### src/rtl/aes_round_tail.sv
// AES round tail: ShiftRows -> MixColumns (skipped on the final round) -> AddRoundKey,
// wrapped in valid/ready handshakes. Define AES_ROUND_TAIL_PARALLEL_EN for the four-column single-cycle build.
module aes_round_tail (
    input  logic         clk,
    input  logic         rst,
    input  logic         in_valid,
    output logic         in_ready,
    input  logic [127:0] in_data,
    input  logic [127:0] round_key,
    input  logic         last_round,
    output logic         out_valid,
    input  logic         out_ready,
    output logic [127:0] out_data
);

    typedef enum logic [1:0] {IDLE, BUSY, DONE} state_t;

    state_t       state, state_nx;
    logic [127:0] sreg, kreg, oreg;
    logic         lreg;
`ifndef AES_ROUND_TAIL_PARALLEL_EN
    logic [1:0]   col;
`endif

    function automatic logic [7:0] xt(input logic [7:0] x);
        return {x[6:0], 1'b0} ^ (x[7] ? 8'h1b : 8'h00);
    endfunction

    // One output column c: ShiftRows source select, MixColumns, AddRoundKey.
    function automatic logic [31:0] col_fn(input logic [127:0] s, input logic [127:0] k,
                                           input logic last, input logic [1:0] c);
        logic [7:0] t [4];
        logic [7:0] m [4];
        logic [7:0] o [4];
        logic [1:0] src;
        for (int unsigned r = 0; r < 4; r++) begin
            src  = c + 2'(r);
            t[r] = s[127 - 8*(4*int'(src) + int'(r)) -: 8];
        end
        m[0] = xt(t[0]) ^ xt(t[1]) ^ t[1] ^ t[2] ^ t[3];
        m[1] = t[0] ^ xt(t[1]) ^ xt(t[2]) ^ t[2] ^ t[3];
        m[2] = t[0] ^ t[1] ^ xt(t[2]) ^ xt(t[3]) ^ t[3];
        m[3] = xt(t[0]) ^ t[0] ^ t[1] ^ t[2] ^ xt(t[3]);
        for (int unsigned r = 0; r < 4; r++) begin
            o[r] = (last ? t[r] : m[r]) ^ k[127 - 8*(4*int'(c) + int'(r)) -: 8];
        end
        return {o[0], o[1], o[2], o[3]};
    endfunction

    always_ff @(posedge clk) begin
        if (rst) state <= IDLE;
        else     state <= state_nx;
    end

    always_comb begin
        state_nx  = state;
        in_ready  = 1'b0;
        out_valid = 1'b0;
        case (state)
            IDLE: begin
                in_ready = 1'b1;
                if (in_valid) state_nx = BUSY;
            end
            BUSY: begin
`ifdef AES_ROUND_TAIL_PARALLEL_EN
                state_nx = DONE;
`else
                if (col == 2'd3) state_nx = DONE;
`endif
            end
            DONE: begin
                out_valid = 1'b1;
                if (out_ready) state_nx = IDLE;
            end
            default: state_nx = IDLE;
        endcase
    end

    always_ff @(posedge clk) begin
        if (rst) begin
            sreg <= '0;
            kreg <= '0;
            lreg <= 1'b0;
            oreg <= '0;
`ifndef AES_ROUND_TAIL_PARALLEL_EN
            col  <= '0;
`endif
        end else begin
            case (state)
                IDLE: if (in_valid) begin
                    sreg <= in_data;
                    kreg <= round_key;
                    lreg <= last_round;
`ifndef AES_ROUND_TAIL_PARALLEL_EN
                    col  <= '0;
`endif
                end
                BUSY: begin
`ifdef AES_ROUND_TAIL_PARALLEL_EN
                    for (int unsigned c = 0; c < 4; c++)
                        oreg[127 - 32*c -: 32] <= col_fn(sreg, kreg, lreg, 2'(c));
`else
                    oreg[127 - 32*int'(col) -: 32] <= col_fn(sreg, kreg, lreg, col);
                    if (col != 2'd3) col <= col + 2'd1;
`endif
                end
                default: ;
            endcase
        end
    end

    assign out_data = oreg;

endmodule

### config.mk
export PLATFORM = sky130hd
export DESIGN_NAME = aes_round_tail
export DESIGN_NICKNAME = d
export VERILOG_FILES = /design/src/rtl/aes_round_tail.sv
export SDC_FILE = /design/constraint.sdc
export NUM_CORES = 1
export LEC_CHECK = 0
export CAP_MARGIN = 20
export CORE_AREA = 4 4 168 235
export DETAILED_ROUTE_END_ITERATION = 8
export DIE_AREA = 0 0 172 239
export GPL_ROUTABILITY_DRIVEN = 0
export HOLD_SLACK_MARGIN = 0.03
export PLACE_DENSITY = 0.73
export SETUP_SLACK_MARGIN = 0.5
export SYNTH_ARGS = -nofsm -noshare
export SYNTH_HDL_FRONTEND = slang
export SYNTH_SLANG_ARGS = --single-unit
### constraint.sdc
create_clock -name clk -period 3.68 [get_ports clk]
set_input_delay 0.736 -clock clk [delete_from_list [all_inputs] [get_ports clk]]
set_output_delay 0.736 -clock clk [all_outputs]
set_load 0.02 [all_outputs]
==> flow_metrics.py <==
metrics = {
    "routing": {
        "drc": 0,
        "vias": 15352,
        "routed_wl_um": 59200,
        "drt_pre_antenna_iters": 6,
        "drt-initial-drc-count": 1716,
        "antenna_left": 0,
        "vias_per_cell": 5.76,
        "wl_per_cell_um": 22.2,
    },
    "power": {
        "p_sw_frac": 0.280,
        "power_frac_clock": 0.375,
        "internal_power_w": 0.00778,
        "comb_power_share": 0.203,
        "switchingPower_w": 0.00302,
        "power_density_nw_per_um2": 486,
        "peakVddDrop_mv": 0.282,
        "leakagePower_nw": 7.89,
        "p_seq_frac": 0.422,
    },
    "grt": {
        "grt_use_total": 0.276,
        "grt_max_degree": 112,
        "grt_overflow": 0,
        "grt_pass1_vias": 15146,
        "grt_pass1_wl_um": 87900,
        "grt_antenna_before_repair": 0,
    },
    "cts": {
        "htree_levels": 2,
        "ctsLongestPathBuffers": 3,
        "post_cts_buffers": 0,
        "cts_num_sinks": 389,
        "cts_buffers": 38,
        "cts_root_buf": "clkbuf_16",
        "cts_tree": "done",
        "clk_latency_ps": 540,
        "hold_buffers": 0,
        "clkTransAtPathRegs_ps": 60,
    },
    "floorplanning": {
        "coreArea_um2": 37400,
        "initial_core_util": 0.446,
        "die_area_um2": 41100,
        "row_count": 84,
        "pin_count": 391,
        "die_w_um": 172,
        "fp.dieH_um": 239,
    },
    "synth": {
        "synth_top_area_frac": 0.467,
        "yosysWarnings": 0,
        "netlist_area_um2": 16700,
        "syn_inst": 1848,
        "synth_seq_area_share": 0.467,
        "ys_ff_latch": 389,
        "syn_avg_cell_area_um2": 9.02,
        "synth_area_leaders": "dfxtp_1, nand2_1, mux4_2",
        "synth_nets": 2113,
        "synth_largest_area_cell": "dfxtp_1",
        "synth_cell_type_count": 34,
    },
    "critical_path": {
        "crit_buf_inv": 2,
        "cpLargestDelayFamily": "XOR/XNOR gates",
        "crit_type": "flop to flop",
        "crit_top_cell": "xnor2_1",
        "cp_cell_sequence": "inv_1 > ha_2 > buf_4 > mux4_2 > xnor2_1 > xnor2_1 > xnor2_1 > o22ai_1",
        "worstPathMaxFanout": 18,
        "arrival_ps": 3420,
        "critPathLaunchType": "flop",
        "cpPeakStageDelay_ps": 540,
        "crit_path_end_kind": "flop",
        "slowest_stage": "dfxtp_4",
        "cp_data_required_time_ps": 4060,
    },
    "run_status": {
        "status": "finished clean",
    },
    "sta": {
        "relSlewSlack": 0.368,
        "finalCritPeriodShare": 0.825,
        "hold_viol": 0,
        "tightestPinTransition_ps": 940,
        "setup_ws_ps": 646,
        "rsz0062_at_grt": "no",
        "finalSetupViolations": 0,
        "drv_slew": 0,
        "setup-tns-final_ps": 0,
        "skew_ps": 21.9,
        "period_needed_ps": 3030,
        "max_freq_mhz": 330,
    },
    "place": {
        "pre_cts_slack_ps": 532,
        "place_inst": 2596,
        "io_buffers": 390,
        "hpwlAfterDp_um": 44400,
    },
    "finish": {
        "final_core_util": 0.594,
        "final_cell_mix": "nand2_1, clkdlybuf4s50_1, dfxtp_1",
        "layout.cells.non_filler": 2666,
        "layout.nets": 2428,
        "syn_to_final_growth_pct": 33.3,
        "n_antenna_cell": 0,
        "final_common_cell": "nand2_1",
        "fillers": 3230,
        "drive_above_1_share": 0.0834,
    },
    "run": {
        "maxCapViolations": 0,
    },
    "min_path": {
        "holdCritPathClass": "flop to flop",
    },
}
==> synth_stat cells (all sizes together) <==
cell	instances
nand2	520
a22oi	129
xnor2	105
o21ai	80
nor3b	2
nor2b	2
nand3	4
ha	4
dfxtp	389
clkbuf	124
nor4	2
xor2	60
inv	3
a21oi	263
nor4b	3
o22ai	48
and2	1
buf	26
nor2	6
nand4	2
nand2b	2
mux2i	1
xnor3	4
mux4	64
nor3	4
==> worst reg2reg max path, cell delays in order, from the launching register on <==
cell and delay (ps):
dfxtp_4 540, inv_1 140, ha_2 490, buf_4 230, mux4_2 470, xnor2_1 270
xnor2_1 180, xnor2_1 410, o22ai_1 160
==> cell type report <==
cell class / count / area [um^2] / area share
multi-input combinational: 1306 / 8290 / 0.373
sequential: 389 / 7790 / 0.351
timing repair buffer: 425 / 4230 / 0.190
clock buffer: 60 / 1180 / 0.0530
tap: 473 / 592 / 0.0266
clock inverter: 10 / 131 / 0.00591
inverter: 3 / 11.3 / 0.000507
==> power by group through the flow <==
stage               Clock, W  Combinational, W  Sequential [W]
finish               0.00405           0.00220         0.00456
global route         0.00426           0.00233         0.00457
CTS                  0.00410           0.00216         0.00455
detailed placement         0           0.00215         0.00465
global placement           0           0.00212         0.00464
floorplan                  0           0.00127         0.00466
==> logic make-up (layout without fill, tap and decap cells) <==
kind of cell	after synthesis	count (layout)	synth area share
simple gates	548	548	0.127
xor+xnor	169	169	0.0978
fa+ha+maj	4	4	0.00300
buf+inv	153	498	0.0395
flops	389	389	0.467
compound gates	520	520	0.179
mux	65	65	0.0870
==> registers in the layout, summed over array words and instances, names as in the netlist <==
signal and cells:
kreg 128, out_data 128, sreg 128, col 2
state 2, lreg 1
==> layer usage <==
layer	track usage	vias up	wire length, um
li1	-	7027	-
met5	0	-	0
met4	0.163	0	4020
met2	0.463	828	29000
met3	0.0452	191	4780
met1	0.331	7306	21500
==> final timing paths <==
kind	startpoint	endpoint	slack [ps]	cells after the start
max	col[1]$_SDFFE_PP0P_	out_data[75]$_SDFFE_PP0P_	650	8
min	kreg[58]$_SDFFE_PP0P_	kreg[58]$_SDFFE_PP0P_	450	2
max reg2reg	col[1]$_SDFFE_PP0P_	out_data[75]$_SDFFE_PP0P_	650	8
min reg2reg	kreg[58]$_SDFFE_PP0P_	kreg[58]$_SDFFE_PP0P_	450	2
==> repair_timing <==
| item | in CTS | in global routing |
|---|---|---|
| gates resized for setup | 0 | 3 |
| endpoints found under the setup margin | 0 | 41 |
| hold endpoints to repair | 0 | 0 |
==> stage by stage <==
step	total power [W]	instance area [um^2]	hold slack, ps
floorplan	0.00593	16700	433
global placement	0.00676	20900	439
detailed placement	0.00680	20900	445
CTS	0.0108	22200	453
global route	0.0112	22200	465
finish	0.0108	22200	453
Note: power is estimated with default switching activity, not from simulation.
